### config.mk
export PLATFORM = sky130hd
export DESIGN_NAME = wx_loader
export DESIGN_NICKNAME = d
export VERILOG_FILES = /design/src/rtl/wx_loader_pkg.sv /design/src/rtl/wx_loader.sv
export SDC_FILE = /design/constraint.sdc
export NUM_CORES = 1
export LEC_CHECK = 0
export CAP_MARGIN = 40
export CORE_MARGIN = 3
export CORE_UTILIZATION = 35
export DETAILED_ROUTE_END_ITERATION = 10
export PLACE_DENSITY = 0.68
export SLEW_MARGIN = 10
export SYNTH_ARGS = -nofsm -noshare
export SYNTH_HDL_FRONTEND = slang
export SYNTH_SLANG_ARGS = --single-unit
### constraint.sdc
create_clock -name clk -period 2.43 [get_ports clk]
set_input_delay 0.486 -clock clk [delete_from_list [all_inputs] [get_ports clk]]
set_output_delay 0.486 -clock clk [all_outputs]
set_load 0.02 [all_outputs]
### src/rtl/wx_loader_pkg.sv
// Shared widths, FSM state encoding and memory-target encoding for wx_loader.
// Latency: n/a (declarations only).
// Backpressure: n/a.
package wx_loader_pkg;

   localparam int WX_W_ADDR_LEN = 20;
   localparam int WX_W_DATA_LEN = 1;
   localparam int WX_W_SEL_LEN  = 2;
   localparam int WX_X_ADDR_LEN = 10;
   localparam int WX_X_DATA_LEN = 1;
   localparam int WX_X_SEL_LEN  = 2;

   typedef enum logic [1:0] {
      S_IDLE = 2'd0,
      S_LOAD = 2'd1,
      S_DONE = 2'd2
   } state_t;

   typedef enum logic {
      TGT_W = 1'b0,
      TGT_X = 1'b1
   } tgt_t;

endpackage

### src/rtl/wx_loader.sv
// Streams a bit-serial load job into the weight (W) or activation (X) memory.
// Latency: one write strobe the cycle after each accepted beat; load_done len+2 cycles from start, counted inclusively.
// Backpressure: s_ready is high only in LOAD; s_valid gaps stall the job without penalty.
module wx_loader
   import wx_loader_pkg::*;
#(
   parameter int W_ADDR_LEN = WX_W_ADDR_LEN,
   parameter int W_DATA_LEN = WX_W_DATA_LEN,
   parameter int W_SEL_LEN  = WX_W_SEL_LEN,
   parameter int X_ADDR_LEN = WX_X_ADDR_LEN,
   parameter int X_DATA_LEN = WX_X_DATA_LEN,
   parameter int X_SEL_LEN  = WX_X_SEL_LEN
) (
   input  logic                  clk,
   input  logic                  rst,
   input  logic                  load_start,
   input  logic                  load_target,
   input  logic [1:0]            load_bank,
   input  logic [W_ADDR_LEN:0]   load_len,
   input  logic                  s_valid,
   input  logic                  s_data,
   output logic                  s_ready,
   output logic [W_ADDR_LEN-1:0] w_addr,
   output logic [W_DATA_LEN-1:0] w_data,
   output logic [W_SEL_LEN-1:0]  w_sel,
   output logic                  w_wq,
   output logic [X_ADDR_LEN-1:0] x_addr,
   output logic [X_DATA_LEN-1:0] x_data,
   output logic [X_SEL_LEN-1:0]  x_sel,
   output logic                  x_wq,
   output logic                  busy,
   output logic                  load_done,
   output logic                  load_err
);

   localparam int LEN_W = W_ADDR_LEN + 1;
   // One bit wider than the length so the X depth itself is representable.
   localparam logic [LEN_W:0] X_MAX_LEN = (LEN_W + 1)'(1) << X_ADDR_LEN;

   state_t            state;
   state_t            state_nxt;
   tgt_t              tgt_q;
   logic [1:0]        bank_q;
   logic [LEN_W-1:0]  len_q;
   logic [LEN_W-1:0]  cnt;
   logic              accept;
   logic              last_beat;
   logic              start_err;

   // Beat acceptance, final-beat detection and oversize-X rejection.
   always_comb begin
      accept    = (state == S_LOAD) && s_valid;
      last_beat = accept && ((cnt + LEN_W'(1)) == len_q);
      start_err = (state == S_IDLE) && load_start &&
                  (tgt_t'(load_target) == TGT_X) &&
                  ({1'b0, load_len} > X_MAX_LEN);
   end

   // Next-state logic; a rejected job leaves the FSM in IDLE.
   always_comb begin
      state_nxt = state;
      case (state)
         S_IDLE: begin
            if (load_start && !start_err) begin
               state_nxt = (load_len == '0) ? S_DONE : S_LOAD;
            end
         end
         S_LOAD: begin
            if (last_beat) begin
               state_nxt = S_DONE;
            end
         end
         S_DONE:  state_nxt = S_IDLE;
         default: state_nxt = S_IDLE;
      endcase
   end

   // State register.
   always_ff @(posedge clk or negedge rst) begin
      if (!rst) begin
         state <= S_IDLE;
      end else begin
         state <= state_nxt;
      end
   end

   assign s_ready   = (state == S_LOAD);
   assign busy      = (state == S_LOAD);
   assign load_done = (state == S_DONE);

   // Job fields are captured only from IDLE so a mid-job start has no effect.
   always_ff @(posedge clk or negedge rst) begin
      if (!rst) begin
         tgt_q  <= TGT_W;
         bank_q <= '0;
         len_q  <= '0;
         cnt    <= '0;
      end else if ((state == S_IDLE) && load_start) begin
         tgt_q  <= tgt_t'(load_target);
         bank_q <= load_bank;
         len_q  <= load_len;
         cnt    <= '0;
      end else if (accept) begin
         cnt <= cnt + LEN_W'(1);
      end
   end

   // Memory write ports: strobe one cycle after acceptance; addr/data/sel hold between writes.
   always_ff @(posedge clk or negedge rst) begin
      if (!rst) begin
         w_wq     <= 1'b0;
         x_wq     <= 1'b0;
         load_err <= 1'b0;
         w_addr   <= '0;
         w_data   <= '0;
         w_sel    <= '0;
         x_addr   <= '0;
         x_data   <= '0;
         x_sel    <= '0;
      end else begin
         w_wq     <= accept && (tgt_q == TGT_W);
         x_wq     <= accept && (tgt_q == TGT_X);
         load_err <= start_err;
         if (accept && (tgt_q == TGT_W)) begin
            w_addr <= cnt[W_ADDR_LEN-1:0];
            w_data <= W_DATA_LEN'(s_data);
            w_sel  <= W_SEL_LEN'(bank_q);
         end
         if (accept && (tgt_q == TGT_X)) begin
            x_addr <= cnt[X_ADDR_LEN-1:0];
            x_data <= X_DATA_LEN'(s_data);
            x_sel  <= X_SEL_LEN'(bank_q);
         end
      end
   end

endmodule

* Yosys cells after proc, flatten, opt, wreduce, memory -nomap -nowiden *
Cells that the tools add are included.

word-level totals
  input bits = 29
  output and inout bits = 42
  bits in registers = 86

cells by class
  bitwise logic cells = 1
  $add $sub $neg = 1
  order comparisons = 1
  reduce and logical (&&, ||, !) cells = 13
  muxes and demuxes = 6
  equality and inequality tests = 5

operators with widths
  operator                                                count
  two-way mux 21 bit                                      2
  adder 21 x 1 -> 21 bit (second input constant)          1
  equality test 21 bit                                    1
  > comparator 21 x 11 -> 1 bit (second input constant)   1
  logical NOT 21 bit                                      1
  logical AND 1 bit                                       8
  two-way mux 2 bit                                       3
  one-hot mux 2 bit (2 select lines)                      1
  equality test 2 x 1 -> 1 bit (second input constant)    1
  equality test 2 bit (second input constant)             1
  logical NOT 2 bit                                       1
  inequality test 2 x 1 -> 1 bit (second input constant)  1
  inequality test 2 bit (second input constant)           1
  AND reduction 2 bit                                     1
  nonzero test 2 bit                                      1
  logical NOT 1 bit                                       1
  NOT 1 bit                                               1

* Depth between registers and ports, before layout *
Gate-level depths: netlist (run 1).

  word-level depth = 8
  depth in mapped cells = 10
  mapped depth without buffers = 8

* Worst setup path before layout (run 1) *
Ideal clock, no wire load.

  path kind = register -> register
  start = register cnt[0]
  end = register state[0]
  data required time = 2.304 ns
  slack = 0.150 ns
  arrival time = 2.154 ns
  stages on the path, launching flop included = 11
  library setup time = 0.126 ns
  cell sequence = dfrtp_1 ha_1 buf_2 and4_1 nand2b_1 clkbuf_1 nor3_1 xnor2_1 nand4_1 nor4_2 o21ai_1

between the ends
  cells in the longest elaborated chain, start to end = 5

ends and longest elaborated chain
  element                                   RTL line          source
  start: declaration                        wx_loader.sv:45   logic [LEN_W-1:0] cnt;
  start signal: assignment                  wx_loader.sv:104  cnt <= cnt + LEN_W'(1);
  adder 21 x 1 -> 21 bit                    wx_loader.sv:53   last_beat = accept && ((cnt + LEN_W'(1)) == len_q);
  equality test 21 bit                      wx_loader.sv:53
  logical AND 1 bit                         wx_loader.sv:53
  inequality test 2 x 1 -> 1 bit (no line)  -
  AND reduction 2 bit (no line)             -
  end signal: assignment                    wx_loader.sv:83   state <= state_nxt;
  end: declaration                          wx_loader.sv:40   state_t state;

No other way between the ends.
A chain may end at the register's enable or synchronous reset.

* Worst setup path after layout (run 1) *
Same ends and word-level chain as after synthesis.

==> results of run 1 <==
-- area by class of cell --
type | instances | area (um2) | share of cell area [%]
Clock inverter | 4 | 70.07 | 1.259
Timing Repair Buffer | 103 | 945.9 | 16.99
Tap cell | 143 | 178.9 | 3.214
Multi-Input combinational cell | 256 | 1948 | 35.00
Inverter | 6 | 22.52 | 0.4046
Clock buffer | 12 | 246.5 | 4.428
Sequential cell | 86 | 2155 | 38.71
-- logic make-up after synthesis --
kind of cell	Yosys count	synth area share (%)
simple gates	100	13.60
flops	86	51.19
compound gates	69	10.33
mux	59	15.77
buf+inv	31	3.184
xor+xnor	27	5.625
fa+ha+maj	1	0.2976
-- worst min-delay path by stage --
| stage | startpoint | endpoint | slack (ns) | cells after the start |
|---|---|---|---|---|
| 3_3_place_gp | rst | x_wq | 0.43 | 1 |
| 3_5_place_dp | rst | x_wq | 0.43 | 1 |
| 5_1_grt | rst | x_wq | 0.08 | 1 |
| 6_report | rst | cnt[0] | 0.06 | 1 |
| 4_1_cts | rst | x_wq | 0.06 | 1 |
| 2_1_floorplan | rst | bank_q[0] | 0.19 | 0 |
-- placed cells by master, fill, tap and decap left out, drive strengths merged, types with 8 or more instances in the layout --
cell,instances
o21ai,32
mux2,58
nor2,20
dfrtp,86
clkbuf,12
xor2,8
clkdlybuf4s50,69
xnor2,19
nand2,25
o31ai,9
buf,34
nand3,14
-- worst max-delay path, cell delays in order, from the launching register on --
cell and delay (ns):
dfrtp_1 0.43, ha_1 0.21, and4_1 0.26, nand2b_1 0.11, buf_4 0.18, nor3_1 0.20
a311o_1 0.16, nand4_1 0.13, nor4_4 0.38, o21ai_1 0.09
-- sequential cells by signal, summed over array words and instances, names as in the netlist, 2 cells and up --
name / cells
cnt: 21
len_q: 21
w_addr: 20
x_addr: 10
bank_q: 2
state: 2
w_sel: 2
x_sel: 2
-- cells in the mapped netlist, types with 2 or more instances --
library cell / number
buf_4: 3
and3_1: 7
nor3_1: 4
o21ai_0: 28
o211ai_1: 2
o41ai_1: 2
a21oi_1: 7
dfrtp_1: 86
nor2b_1: 3
nand2_1: 25
a31oi_1: 5
mux2_2: 58
and4_1: 2
inv_1: 6
o31ai_1: 9
clkbuf_1: 17
buf_2: 5
nor4_2: 2
xnor2_1: 19
nor4_1: 4
nand2b_1: 2
nand3_1: 14
o21ai_1: 4
xor2_1: 8
a21o_1: 2
nor2_1: 20
nor3b_1: 2
nand4_1: 5
and2_1: 2
-- metrics by stage --
stage               utilization [%]  area (um2)  cells  hold slack, ns
floorplan                         -        4204    373          0.1904
global placement              45.12        5218    593          0.4317
detailed placement            45.12        5218    593          0.4339
CTS                           47.85        5534    609         0.06043
global route                  48.13        5567    610         0.07888
finish                        48.13        5567    610         0.06021
-- timing repair --
action                                  4_1_cts  5_1_grt
hold buffers                                  0        0
endpoints found under the setup margin        0        2
resized for setup                             0        5
hold endpoints to repair                      0        0
setup buffers                                 0        1
-- metal layers --
layer	GRT usage [%]	part of all wire [%]
met1	24.39	48
met5	0	0
met4	6.338	1.8
met3	3.916	5.2
met2	25.69	45
-- power breakdown --
part	switching [mW]	total (mW)	leakage, nW	internal, mW
clock network	0.541	1.47	0.157	0.925
logic	0.300	0.628	1.19	0.328
registers	0.0977	1.64	1.14	1.54
==> flow_summary.json, run 1 <==
{
  "crit_arrival_ns": 2.49,
  "worst_hold_path_type": "in2async",
  "power.total_mw": 3.732,
  "final_period_minus_worst_setup_slack_ns": 2.262,
  "netlist_top_cells_area": "dfrtp_1, mux2_2, xnor2_1",
  "gpl.final_weighted_congestion": 0.9213,
  "dpl.hpwl_um": 8090,
  "routed_wl_um": 10600,
  "setup.worst_path.start": "cnt[0]",
  "global_route.overflow_total": 0,
  "fmaxAchievable_mhz": 442.0,
  "drive_above_1_share_pct": 25.48,
  "r2r_slack_ns": 0.17,
  "number_of_global_route_vias_before_repair": 3226,
  "aggregate_global_route_resource_usage_pct": 17.17,
  "length_in_cells_of_the_worst_reg_to_reg_path": 9,
  "critical_path_rt_ns": 2.66,
  "routed-via-count": 3267,
  "nets": 492,
  "clkSinkCount": 86,
  "power.leakage_nw": 2.485,
  "synth_sequential_area_ratio_pct": 51.19,
  "crit_fanout": 8,
  "first_pass_grt_wire_length_um": 17460,
  "floorplan.initialDensity_pct": 36.35,
  "clock_tree.htree_level_count": 3,
  "setup_viol_count_final": 0,
  "max-slew-margin-rel_pct": 61.05,
  "dieWidth_um": 115.6,
  "ys_seq_elements": 86,
  "detail-route-antenna-nets": 0,
  "setup_slack_after_layout_ns": 0.1676,
  "p_per_area_nw_per_um2": 670.4,
  "vias_per_cell": 5.356,
  "die_y_um": 115.6,
  "finalMaxSlewViolations": 0,
  "worstSkewPairLatency_ns": 0.35,
  "ctsLongestPathBuffers": 2,
  "yosys_warnings": 0,
  "final.period_utilization_pct": 93.10,
  "setup_tns_ns": 0,
  "synth_enable_flop_cells": 0,
  "first_pass_iters": 4,
  "place_ws_ns": 0.08328,
  "class_of_the_most_critical_setup_path": "reg2reg",
  "synth_area_per_cell_um2": 11.27,
  "clock_buffer_count_from_cts": 9,
  "syn-num-nets": 403,
  "area.growth.synth_to_final_pct": 32.41,
  "pin_count": 71,
  "clk_transition_reported_paths_ns": 0.06,
  "ys_dominant_reg_cell": "dfrtp_1",
  "regToRegStartpoint": "cnt[0]",
  "die_area_um2": 13360,
  "drt-wirelength-per-cell_um": 17.38,
  "io_buffer_count": 70,
  "syn-cell-area_um2": 4204,
  "grt_antenna_before_repair": 0,
  "antenna_diodes": 0,
  "peakVddDrop_v": 0.0003727,
  "grt_setup_unrepaired": "no",
  "final-hold-violation-count": 0,
  "remaining_drc_errors": 0,
  "placement_rows": 39,
  "slew_of_the_pin_with_the_lowest_slew_margin_ns": 0.5821,
  "ys_async_sr_fraction_pct": 100.0,
  "placeableCoreArea_um2": 11560,
  "critPathLaunchType": "flop",
  "synthDistinctLibCells": 49,
  "clk_root_buf": "clkbuf_16",
  "largest_net_degree_at_the_start_of_global_routing": 31,
  "fillerInstances": 1065,
  "tritoncts": "built",
  "end_of_the_worst_register_to_register_path": "state[0]",
  "timing.clock.skew_ns": 0.007040,
  "worst_setup_path_endpoint": "state[0]",
  "yosys.area.top_type_share_pct": 51.19,
  "dr.first_iter.drc_count": 207,
  "drv.max_cap_violation_count": 0,
  "critPathCaptureType": "flop",
  "postSynthCellCount": 373,
  "post-synth-top-area-cell": "dfrtp_1",
  "outcome": "finished, final reports clean"
}
No activity file was read; power rests on OpenSTA's default activity.
==> inputs of run 2 (changes only) <==
Settings changed: PLACE_DENSITY 0.68 to not set, PLACE_DENSITY_LB_ADDON set to 0.12.
==> run 2 against run 1 <==
Against the previous run:
- clock power is 15% lower
- first-iteration DRC count decreased by 19%
- cell area is 1.4% lower
- critical path depth decreased by 6
- clock skew down 0.0011 ns
==> flow_summary.json, run 2 (same netlist as run 1, synthesis figures left out) <==
{
  "setup_viol_count_final": 0,
  "drv.max_cap_violation_count": 0,
  "peakVddDrop_v": 0.0004794,
  "place_ws_ns": 0.1914,
  "vias_per_cell": 5.163,
  "clock_buffer_count_from_cts": 9,
  "crit_arrival_ns": 1.73,
  "p_per_area_nw_per_um2": 643.6,
  "regToRegStartpoint": "cnt[1]",
  "finalMaxSlewViolations": 0,
  "grt_antenna_before_repair": 0,
  "drt-wirelength-per-cell_um": 17.52,
  "clk_root_buf": "clkbuf_16",
  "io_buffer_count": 70,
  "drive_above_1_share_pct": 24.41,
  "final.period_utilization_pct": 91.25,
  "clock_tree.htree_level_count": 3,
  "grt_setup_unrepaired": "no",
  "final_common_cell": "dfrtp_1",
  "r2r_slack_ns": 0.21,
  "setup_tns_ns": 0,
  "worstSkewPairLatency_ns": 0.33,
  "die_area_um2": 13360,
  "critPathCaptureType": "output pin",
  "global_route.overflow_total": 0,
  "outcome": "finished, final reports clean",
  "reg_top3": "cnt: 21 flops, len_q: 21 flops, w_addr: 20 flops",
  "wl_met1_um": 5305,
  "cts_hold_buffers": 0,
  "setup.worst_path.start": "state[1]",
  "fillerInstances": 1094,
  "timing.clock.skew_ns": 0.005893,
  "met2_wirelength_um": 4789,
  "antenna_diodes": 0,
  "routed-wl-met3_um": 393,
  "final-hold-violation-count": 0,
  "max_used_layer": "met4",
  "pin_count": 71,
  "length_in_cells_of_the_worst_reg_to_reg_path": 8,
  "clkSinkCount": 86,
  "end_of_the_worst_register_to_register_path": "state[0]",
  "aggregate_global_route_resource_usage_pct": 17.05,
  "fmaxAchievable_mhz": 451.0,
  "critical_path_rt_ns": 1.94,
  "remaining_drc_errors": 0,
  "area.sequential_um2": 2153,
  "multi_input_gate_area_in_the_final_layout_um2": 1926,
  "worst_hold_path_type": "in2async",
  "clk_transition_reported_paths_ns": 0.06,
  "routed-via-count": 3129,
  "power.leakage_nw": 2.429,
  "worst_setup_path_endpoint": "busy",
  "final_period_minus_worst_setup_slack_ns": 2.217,
  "detail-route-antenna-nets": 0,
  "dpl.hpwl_um": 7868,
  "floorplan.initialDensity_pct": 36.35,
  "nets": 488,
  "first_pass_grt_wire_length_um": 17480,
  "max-slew-margin-rel_pct": 61.96,
  "largest_net_degree_at_the_start_of_global_routing": 48,
  "dr.first_iter.drc_count": 168,
  "gpl.final_weighted_congestion": 0.8349,
  "slew_of_the_pin_with_the_lowest_slew_margin_ns": 0.5706,
  "first_pass_iters": 6,
  "placeableCoreArea_um2": 11560,
  "area.growth.synth_to_final_pct": 30.60,
  "crit_fanout": 5,
  "ctsLongestPathBuffers": 2,
  "class_of_the_most_critical_setup_path": "reg2out",
  "tritoncts": "built",
  "setup_slack_after_layout_ns": 0.2126,
  "die_y_um": 115.6,
  "final_cell_mix": "dfrtp_1, clkdlybuf4s50_1, mux2_2",
  "routed_wl_um": 10620,
  "critPathLaunchType": "flop",
  "placement_rows": 39,
  "number_of_global_route_vias_before_repair": 3243,
  "dieWidth_um": 115.6
}
run 2: worst min path at each step:
stage | start | to | slack (ns) | cells past startpoint
after floorplan | rst | bank_q[0] | 0.19 | 0
after global placement | x_addr[8] | x_addr[8] | 0.46 | 2
after detailed placement | x_addr[8] | x_addr[8] | 0.47 | 2
after CTS | rst | w_wq | 0.16 | 1
after global routing | rst | w_wq | 0.17 | 1
final | rst | w_wq | 0.14 | 1
run 2: layout make-up:
type / count / area share, %
clock buffer: 12 / 4.490
sequential: 86 / 39.22
clock inverter: 4 / 0.4102
inverter: 6 / 0.4102
timing repair buffer: 99 / 17.14
multi-input combinational: 256 / 35.07
tap: 143 / 3.259
run 2: power by group:
part / switching, mW / internal (mW)
clock network: 0.537 / 0.716
registers: 0.0732 / 1.54
logic: 0.327 / 0.342
run 2: timing repair:
item,in CTS,in global routing
setup buffers,0,0
gates resized for setup,0,1
setup endpoints to repair,0,1
run 2: metal layers:
layer	vias to the layer above	track usage (%)
met5	-	0
met4	0	4.617
met3	9	3.551
met2	76	26.12
met1	1534	24.62
li1	1510	-
run 2: worst max-delay path: stages (launching register included):
cell and delay [ns]:
dfrtp_1 0.41, nand2b_1 0.17, inv_1 0.17, clkdlybuf4s50_1 0.65
run 2: stage by stage:
stage               util, %  power, mW  hold WS (ns)  cell area, um2  cells
floorplan                 -      1.973        0.1904            4204    373
global placement      45.14      2.300        0.4631            5220    590
detailed placement    45.14      2.313        0.4721            5220    590
CTS                   47.46      3.591        0.1610            5489    606
global route          47.47      3.715        0.1704            5490    606
finish                47.47      3.533        0.1396            5490    606
